File: src/rtl/core_status_signals.sv
// core_status_signals
//   Shared encodings for the 2A03 processor status block: the control word
//   driven by the sequencer, flag opcode and branch-select encodings, the
//   bit positions of each flag inside the P byte and a helper that forms
//   the push byte.
package core_status_signals;

  typedef enum logic [2:0] {
    FLAG_OP_NONE = 3'd0,
    FLAG_OP_CLC  = 3'd1,
    FLAG_OP_SEC  = 3'd2,
    FLAG_OP_CLI  = 3'd3,
    FLAG_OP_SEI  = 3'd4,
    FLAG_OP_CLD  = 3'd5,
    FLAG_OP_SED  = 3'd6,
    FLAG_OP_CLV  = 3'd7
  } flag_op_type;

  // Opcode bits [7:6] of a 6502 branch pick the tested flag.
  typedef enum logic [1:0] {
    BRANCH_SEL_N = 2'd0,
    BRANCH_SEL_V = 2'd1,
    BRANCH_SEL_C = 2'd2,
    BRANCH_SEL_Z = 2'd3
  } branch_sel_type;

  typedef struct packed {
    logic        load_alu;
    logic        load_bus;
    logic        set_i;
    flag_op_type flag_op;
  } status_control_type;

  localparam int STATUS_C = 0;
  localparam int STATUS_Z = 1;
  localparam int STATUS_I = 2;
  localparam int STATUS_D = 3;
  localparam int STATUS_V = 6;
  localparam int STATUS_N = 7;

  // Push byte layout {N,V,1,B,D,I,Z,C}; bit 5 has no storage and reads as 1.
  function automatic logic [7:0] pack_status(
    input logic n, input logic v, input logic b, input logic d,
    input logic i, input logic z, input logic c
  );
    return {n, v, 1'b1, b, d, i, z, c};
  endfunction

endpackage

File: src/rtl/core_status_irq.sv
// core_status_irq
//   NMI edge detection and latch, IRQ level gating and the interrupt request
//   register sampled at instruction boundaries.
//
//   Optional feature macro: CORE_STATUS_IRQ_DELAY_EN
//     defined   -> IRQ masking uses a copy of I taken at each poll, so
//                  CLI/SEI/PLP affect masking one instruction late (6502 style)
//     undefined -> IRQ masking uses the live I flag
//
// Ports:
//   clock        core clock
//   reset_n      synchronous active-low reset
//   nmi_n        NMI pin (already synchronised)
//   irq_n        IRQ pin (already synchronised)
//   poll         instruction-boundary strobe
//   nmi_ack      sequencer entered the NMI vector, clears the latch
//   i_flag       registered interrupt-disable flag
//   nmi_pending  NMI latch
//   interrupt    interrupt request captured at the last poll
module core_status_irq (
  input  logic clock,
  input  logic reset_n,
  input  logic nmi_n,
  input  logic irq_n,
  input  logic poll,
  input  logic nmi_ack,
  input  logic i_flag,
  output logic nmi_pending,
  output logic interrupt
);

  logic nmi_sample_q;
  logic nmi_prev_q;
  logic nmi_latch_q;
  logic interrupt_q;
  logic nmi_edge;
  logic i_mask;
  logic irq_req;

`ifdef CORE_STATUS_IRQ_DELAY_EN
  logic delayed_i_q;

  always_ff @(posedge clock) begin
    if (!reset_n) begin
      delayed_i_q <= 1'b1;
    end else if (poll) begin
      delayed_i_q <= i_flag;
    end
  end

  assign i_mask = delayed_i_q;
`else
  assign i_mask = i_flag;
`endif

  // The pin is sampled once, then compared with the sample before it, so a
  // falling edge reaches the latch on the second clock edge.
  assign nmi_edge = nmi_prev_q & ~nmi_sample_q;
  assign irq_req  = ~irq_n & ~i_mask;

  // A new edge wins over an acknowledge so an NMI arriving during vector
  // entry of the previous one is not lost.
  always_ff @(posedge clock) begin
    if (!reset_n) begin
      nmi_sample_q <= 1'b1;
      nmi_prev_q   <= 1'b1;
      nmi_latch_q  <= 1'b0;
      interrupt_q  <= 1'b0;
    end else begin
      nmi_sample_q <= nmi_n;
      nmi_prev_q   <= nmi_sample_q;
      if (nmi_edge) begin
        nmi_latch_q <= 1'b1;
      end else if (nmi_ack) begin
        nmi_latch_q <= 1'b0;
      end
      if (poll) begin
        interrupt_q <= nmi_latch_q | irq_req;
      end
    end
  end

  assign nmi_pending = nmi_latch_q;
  assign interrupt   = interrupt_q;

endmodule

File: src/rtl/core_status.sv
// core_status
//   6502/2A03 processor status register. Latches ALU flags (fed straight
//   back to the ALU next cycle), executes flag opcodes and PLP/RTI loads,
//   forms the push byte, evaluates branch conditions and hosts the
//   interrupt sampler (core_status_irq, which honours the optional macro
//   CORE_STATUS_IRQ_DELAY_EN).
//
// Ports:
//   I_clock, I_reset_n          clock, synchronous active-low reset
//   I_control                   load_alu, load_bus, set_i, flag_op
//   I_alu_carry/zero/sign/overflow  ALU flag results
//   I_data                      bus byte for PLP/RTI
//   I_push_brk                  B bit of the push byte
//   I_branch_cond               branch opcode bits [7:5]
//   I_nmi_n, I_irq_n            interrupt pins
//   I_poll, I_nmi_ack           instruction boundary, NMI acknowledge
//   O_carry/zero/sign/overflow  registered flags to the ALU
//   O_interrupt_disable, O_decimal  registered I and D
//   O_status                    push byte {N,V,1,B,D,I,Z,C}
//   O_branch_taken              branch condition result
//   O_nmi_pending, O_interrupt  NMI latch, interrupt request
module core_status
  import core_status_signals::*;
(
  input  logic               I_clock,
  input  logic               I_reset_n,
  input  status_control_type I_control,
  input  logic               I_alu_carry,
  input  logic               I_alu_zero,
  input  logic               I_alu_sign,
  input  logic               I_alu_overflow,
  input  logic [7:0]         I_data,
  input  logic               I_push_brk,
  input  logic [2:0]         I_branch_cond,
  input  logic               I_nmi_n,
  input  logic               I_irq_n,
  input  logic               I_poll,
  input  logic               I_nmi_ack,
  output logic               O_carry,
  output logic               O_zero,
  output logic               O_sign,
  output logic               O_overflow,
  output logic               O_interrupt_disable,
  output logic               O_decimal,
  output logic [7:0]         O_status,
  output logic               O_branch_taken,
  output logic               O_nmi_pending,
  output logic               O_interrupt
);

  logic carry_q, zero_q, irq_disable_q, decimal_q, overflow_q, sign_q;
  logic carry_d, zero_d, irq_disable_d, decimal_d, overflow_d, sign_d;
  logic branch_flag;
  logic unused_data_bits;

  // B and bit 5 have no storage in P, so those bus bits are dropped.
  assign unused_data_bits = ^I_data[5:4];

  // Each flag resolves its own priority chain: set_i (I only), then a bus
  // load, then the flag opcode aimed at it, then the ALU result.
  always_comb begin
    carry_d       = carry_q;
    zero_d        = zero_q;
    irq_disable_d = irq_disable_q;
    decimal_d     = decimal_q;
    overflow_d    = overflow_q;
    sign_d        = sign_q;

    if (I_control.load_bus)                    carry_d = I_data[STATUS_C];
    else if (I_control.flag_op == FLAG_OP_CLC) carry_d = 1'b0;
    else if (I_control.flag_op == FLAG_OP_SEC) carry_d = 1'b1;
    else if (I_control.load_alu)               carry_d = I_alu_carry;

    if (I_control.load_bus)                    zero_d = I_data[STATUS_Z];
    else if (I_control.load_alu)               zero_d = I_alu_zero;

    if (I_control.set_i)                       irq_disable_d = 1'b1;
    else if (I_control.load_bus)               irq_disable_d = I_data[STATUS_I];
    else if (I_control.flag_op == FLAG_OP_CLI) irq_disable_d = 1'b0;
    else if (I_control.flag_op == FLAG_OP_SEI) irq_disable_d = 1'b1;

    if (I_control.load_bus)                    decimal_d = I_data[STATUS_D];
    else if (I_control.flag_op == FLAG_OP_CLD) decimal_d = 1'b0;
    else if (I_control.flag_op == FLAG_OP_SED) decimal_d = 1'b1;

    if (I_control.load_bus)                    overflow_d = I_data[STATUS_V];
    else if (I_control.flag_op == FLAG_OP_CLV) overflow_d = 1'b0;
    else if (I_control.load_alu)               overflow_d = I_alu_overflow;

    if (I_control.load_bus)                    sign_d = I_data[STATUS_N];
    else if (I_control.load_alu)               sign_d = I_alu_sign;
  end

  always_ff @(posedge I_clock) begin
    if (!I_reset_n) begin
      carry_q       <= 1'b0;
      zero_q        <= 1'b0;
      irq_disable_q <= 1'b1;
      decimal_q     <= 1'b0;
      overflow_q    <= 1'b0;
      sign_q        <= 1'b0;
    end else begin
      carry_q       <= carry_d;
      zero_q        <= zero_d;
      irq_disable_q <= irq_disable_d;
      decimal_q     <= decimal_d;
      overflow_q    <= overflow_d;
      sign_q        <= sign_d;
    end
  end

  // Branch opcode bits [7:6] choose the flag, bit 5 the value that takes it.
  always_comb begin
    branch_flag = sign_q;
    case (branch_sel_type'(I_branch_cond[2:1]))
      BRANCH_SEL_N: branch_flag = sign_q;
      BRANCH_SEL_V: branch_flag = overflow_q;
      BRANCH_SEL_C: branch_flag = carry_q;
      BRANCH_SEL_Z: branch_flag = zero_q;
      default:      branch_flag = sign_q;
    endcase
  end

  assign O_branch_taken = (branch_flag == I_branch_cond[0]);

  assign O_status = pack_status(sign_q, overflow_q, I_push_brk, decimal_q,
                                irq_disable_q, zero_q, carry_q);

  assign O_carry             = carry_q;
  assign O_zero              = zero_q;
  assign O_sign              = sign_q;
  assign O_overflow          = overflow_q;
  assign O_interrupt_disable = irq_disable_q;
  assign O_decimal           = decimal_q;

  core_status_irq u_irq (
    .clock       (I_clock),
    .reset_n     (I_reset_n),
    .nmi_n       (I_nmi_n),
    .irq_n       (I_irq_n),
    .poll        (I_poll),
    .nmi_ack     (I_nmi_ack),
    .i_flag      (irq_disable_q),
    .nmi_pending (O_nmi_pending),
    .interrupt   (O_interrupt)
  );

endmodule

File: config.mk
export PLATFORM = sky130hd
export DESIGN_NAME = core_status
export DESIGN_NICKNAME = d
export VERILOG_FILES = /design/src/rtl/core_status_signals.sv /design/src/rtl/core_status_irq.sv /design/src/rtl/core_status.sv
export SDC_FILE = /design/constraint.sdc
export NUM_CORES = 1
export LEC_CHECK = 0
export CAP_MARGIN = 30
export CORE_MARGIN = 2
export CORE_UTILIZATION = 34
export DETAILED_ROUTE_END_ITERATION = 16
export PLACE_DENSITY = 0.83
export SETUP_SLACK_MARGIN = 0.3
export SYNTH_ARGS = -nofsm -noshare
export SYNTH_HDL_FRONTEND = slang
export SYNTH_SLANG_ARGS = --single-unit
File: constraint.sdc
create_clock -name I_clock -period 1.9 [get_ports I_clock]
set_input_delay 0.285 -clock I_clock [delete_from_list [all_inputs] [get_ports I_clock]]
set_output_delay 0.285 -clock I_clock [all_outputs]
set_load 0.005 [all_outputs]
# --- After elaboration in Yosys (flattened, before gate mapping) ---
# Index checks and enable logic that the tools add are counted.
totals:
  reg_bits: 10
  out_inout_bits: 17
  elab_cells: 56
op_classes:
  n_eq_ne: 11
  mux: 20
  bitwise: 7
  reduce_logical: 8
ops:
  columns: ["operator", "n"]
  rows:
  - ["$mux W1", 19]
  - ["$eq A3 B3 Y1 const B", 4]
  - ["$reduce_bool A3 Y1", 3]
  - ["$eq A3 B2 Y1 const B", 2]
  - ["$eq A2 B2 Y1 const B", 2]
  - ["$not A1 Y1", 4]
  - ["$pmux W1 S4", 1]
  - ["$reduce_bool A2 Y1", 2]
  - ["$reduce_bool A4 Y1", 1]
  - ["$eq A3 B1 Y1 const B", 1]
  - ["$and A1 B1 Y1", 2]
  - ["$eq A2 B1 Y1 const B", 1]
  - ["$logic_not A2 Y1", 1]
  - ["$reduce_or A2 Y1", 1]
  - ["$eq A1 B1 Y1", 1]
  - ["$or A1 B1 Y1", 1]

# --- Logic depth before layout (Yosys ltp) ---
depth:
  word_depth: 4
  ltp_mapped: 5
  mapped_depth_nobuf: 4

# --- Cells and area by module ---
# A second synthesis with hierarchy kept.
hier_totals:
  hier_cells: 57
  hier_area_um2: 544.3
by_module_without_submodules:
  columns: ["mod", "n_inst", "cells_per_inst", "area_each_um2", "seq_area_each_um2"]
  rows:
  - ["core_status", 1, 45, 407.9, 120.1]
  - ["core_status_irq", 1, 12, 136.4, 80.1]

# --- Worst setup path after synthesis ---
# OpenSTA, ideal clock, no wires.
synth_path:
  kind: "register to output"
  start: "reg zero_q, in the netlist O_zero"
  end: "out O_branch_taken"
  arrival_ps: 960
  required_time_ps: 1615
  setup_slack_ps: 655
  path_stages_with_launch: 3
  cell_sequence: "dfxtp_1 mux4_2 xnor2_1"
synth_between:
  elab_chain_len: 2
synth_rtl:
  columns: ["item", "line", "rtl"]
  rows:
  - ["start, declared", "core_status.sv:51", "logic carry_q, zero_q, irq_disable_q, decimal_q, overflow_q, sign_q;"]
  - ["start signal, assigned", "core_status.sv:104", "zero_q <= zero_d;"]
  - ["$pmux W1 S4", "core_status.sv:115", "case (branch_sel_type'(I_branch_cond[2:1]))"]
  - ["$eq A1 B1 Y1", "core_status.sv:124", "assign O_branch_taken = (branch_flag == I_branch_cond[0]);"]
  - ["end, declared", "core_status.sv:46", "output logic O_branch_taken,"]
# No other way between the ends.

# --- Worst setup path in the final report ---
# Ends and elaborated chain as after synthesis.

==> impl_metrics.env <==
export IMPL_synth_nets=93
export IMPL_vias=558
export IMPL_gp_congestion=0.6600
export IMPL_cts_buffers=3
export IMPL_synth_top_cell_area_share=0.3628
export IMPL_area_growth_pct=70.98
export IMPL_diodes=0
export IMPL_viasPerCell=4.810
export IMPL_clockBufferDepth=2
export IMPL_startpoint_type="flop"
export IMPL_antenna_found_initial=0
export IMPL_skew_ns=0.005563
export IMPL_crit_fanout=2
export IMPL_row_count=14
export IMPL_power_frac_comb=0.265
export IMPL_maxCapViolCount=0
export IMPL_worstPathRequired_ns=1.62
export IMPL_h_tree_depth=1
export IMPL_dieArea_mm2=0.001961
export IMPL_synth_seq_area_share=0.3628
export IMPL_port_buffer_count=39
export IMPL_ys_seq_elements=10
export IMPL_clkSinkCount=10
export IMPL_switching_share=0.2349
export IMPL_cts_tree="done"
export IMPL_antenna_left=0
export IMPL_totalNegativeSetupSlack_ns=0
export IMPL_intPower_w=0.0004464
export IMPL_ir_drop_v=0.0003857
export IMPL_layout_commonest_cell="clkdlybuf4s50_1"
export IMPL_drt_iter0_drc=1
export IMPL_fin_util=0.6262
export IMPL_hp_class="flop to flop"
export IMPL_p_seq_frac=0.401
export IMPL_async_flop_share=0
export IMPL_clk_pin_slew_ns=0.07
export IMPL_rsz0062_at_grt="yes"
export IMPL_routed_wl_mm=1.428
export IMPL_outcome="completed"
export IMPL_syn_area_per_cell_um2=8.489
export IMPL_num_io_pins=45
export IMPL_yosysTopAreaCell="dfxtp_1"
export IMPL_timing_hold_ws_ns=0.4563
export IMPL_fin_cells=116
export IMPL_grt_pass1_vias=497
export IMPL_grt_max_degree=11
export IMPL_clkPwrFrac=0.335
export IMPL_ys_flop_type="dfxtp_1"
export IMPL_clockRootBuffer="clkbuf_4"
export IMPL_ctsHoldBuffers=0
export IMPL_layout_nets=129
export IMPL_clock_latency_ns=0.27
export IMPL_wl_met3_um=150
export IMPL_synth_edff_count=0
export IMPL_grt_pass1_wl_mm=2.166
export IMPL_cp_data_arrival_time_ns=1.32
export IMPL_final_cell_mix="clkdlybuf4s50_1, dfxtp_1, inv_1, nor2_1"
export IMPL_wire_per_inst_um=12.31
export IMPL_synth_area_leaders="dfxtp_1, buf_4, mux2i_1"
export IMPL_initial_core_util=0.3663
export IMPL_fmax_mhz=621.4
export IMPL_power_switching_w=0.0001371
export IMPL_hold_viol=0
export IMPL_synth_cell_type_count=24
export IMPL_syn_instance_count=65
export IMPL_yosys_warnings=0
export IMPL_fillers=149
export IMPL_drc=0
export IMPL_drv_slew=0
export IMPL_wl_met2_um=708
export IMPL_hpwl_mm=1.096
export IMPL_grt_total_usage=0.1523
export IMPL_p_leak_nw=0.4088
export IMPL_endpoint_kind="output pin"
export IMPL_firstDrtPassIters=3
export IMPL_top_layer_used="met4"
export IMPL_die_w_um=44.29
export IMPL_critPathKind="flop to output pin"
export IMPL_drive_above_1_share=0.1300
export IMPL_fin_crit_sh=0.8470
export IMPL_core_mm2=0.001506
export IMPL_dp_cells=109
export IMPL_power_density_mw_per_mm2=618.5
export IMPL_die_h_um=44.29
export IMPL_total_power_w=0.0005835
export IMPL_setup_viol=0
export IMPL_netlist_area_um2=551.8
export IMPL_period_needed_ns=1.609
export IMPL_wl_met1_um=556
export IMPL_grt_overflow_total=0
-- registers in the layout (all words and copies together), names as in the netlist --
| register | flops |
|---|---|
| u_irq.nmi_prev_q | 1 |
| O_carry | 1 |
| u_irq.interrupt | 1 |
| O_sign | 1 |
| O_decimal | 1 |
| u_irq.nmi_sample_q | 1 |
| u_irq.nmi_pending | 1 |
| O_interrupt_disable | 1 |
| O_overflow | 1 |
| O_zero | 1 |
-- final timing paths --
| kind | cells after the start | endpoint | start | slack (ns) |
|---|---|---|---|---|
| min reg2reg | 1 | u_irq.nmi_prev_q | u_irq.nmi_sample_q | 0.46 |
| max | 3 | O_branch_taken | O_zero | 0.29 |
| min | 1 | u_irq.nmi_prev_q | u_irq.nmi_sample_q | 0.46 |
| max reg2reg | 3 | O_decimal | O_decimal | 0.96 |
-- kinds of logic (layout without fill, tap and decap cells) --
group,Yosys count,in the layout,share of synthesized area
AND/OR/NAND/NOR,13,13,0.1066
multiplexers,5,5,0.1134
other,1,1,0.006796
AO/OA/AOI/OAI,18,18,0.2154
buffers and inverters,17,52,0.1791
flip-flops,10,10,0.3628
XOR/XNOR,1,1,0.01588
-- layout make-up --
type / count / area, um^2 / share of cell area
inverter: 6 / 22.52 / 0.02387
clock buffer: 4 / 36.28 / 0.03846
tap: 16 / 20.02 / 0.02122
sequential: 10 / 205.2 / 0.2175
timing repair buffer: 42 / 406.6 / 0.4310
multi-input combinational: 38 / 252.7 / 0.2679
-- metal layers --
layer	vias up	GRT usage
li1	281	-
met1	242	0.1662
met2	33	0.2706
met3	2	0.04082
met4	0	0.07273
met5	-	0
-- cells in the mapped netlist, types with 2 or more instances --
| cell type | count |
|---|---|
| inv_1 | 6 |
| a21oi_1 | 4 |
| buf_4 | 9 |
| o211a_1 | 2 |
| mux2i_1 | 4 |
| o22ai_1 | 2 |
| o21ai_0 | 4 |
| nand2b_1 | 2 |
| nand2_1 | 4 |
| dfxtp_1 | 10 |
| nor2_1 | 5 |
-- worst max-delay path: stages, from the launching register on --
cell,delay (ns)
dfxtp_2,0.33
mux4_2,0.47
xnor2_1,0.13
buf_2,0.12
-- per-stage QoR --
stage | area (um^2) | worst slack, ns
after CTS | 917.1 | 0.2473
after floorplan | 551.8 | 0.6551
after global routing | 943.4 | 0.2437
final | 943.4 | 0.2907
after global placement | 885.9 | -0.3050
after detailed placement | 885.9 | -0.3147
-- power groups by stage --
stage	combinational (W)	sequential, W	clock [W]
finish	0.000154	0.000234	0.000195
CTS	0.000147	0.000234	0.000199
floorplan	0.0000627	0.000238	0
detailed placement	0.000150	0.000239	0
global placement	0.000147	0.000238	0
global route	0.000168	0.000235	0.000205
-- repair_timing --
action                     CTS  global route
setup buffers                0             3
pin swaps                    1             1
gates resized for setup      6             3
setup endpoints to repair    1             1
No activity file was read; power rests on OpenSTA's default activity.
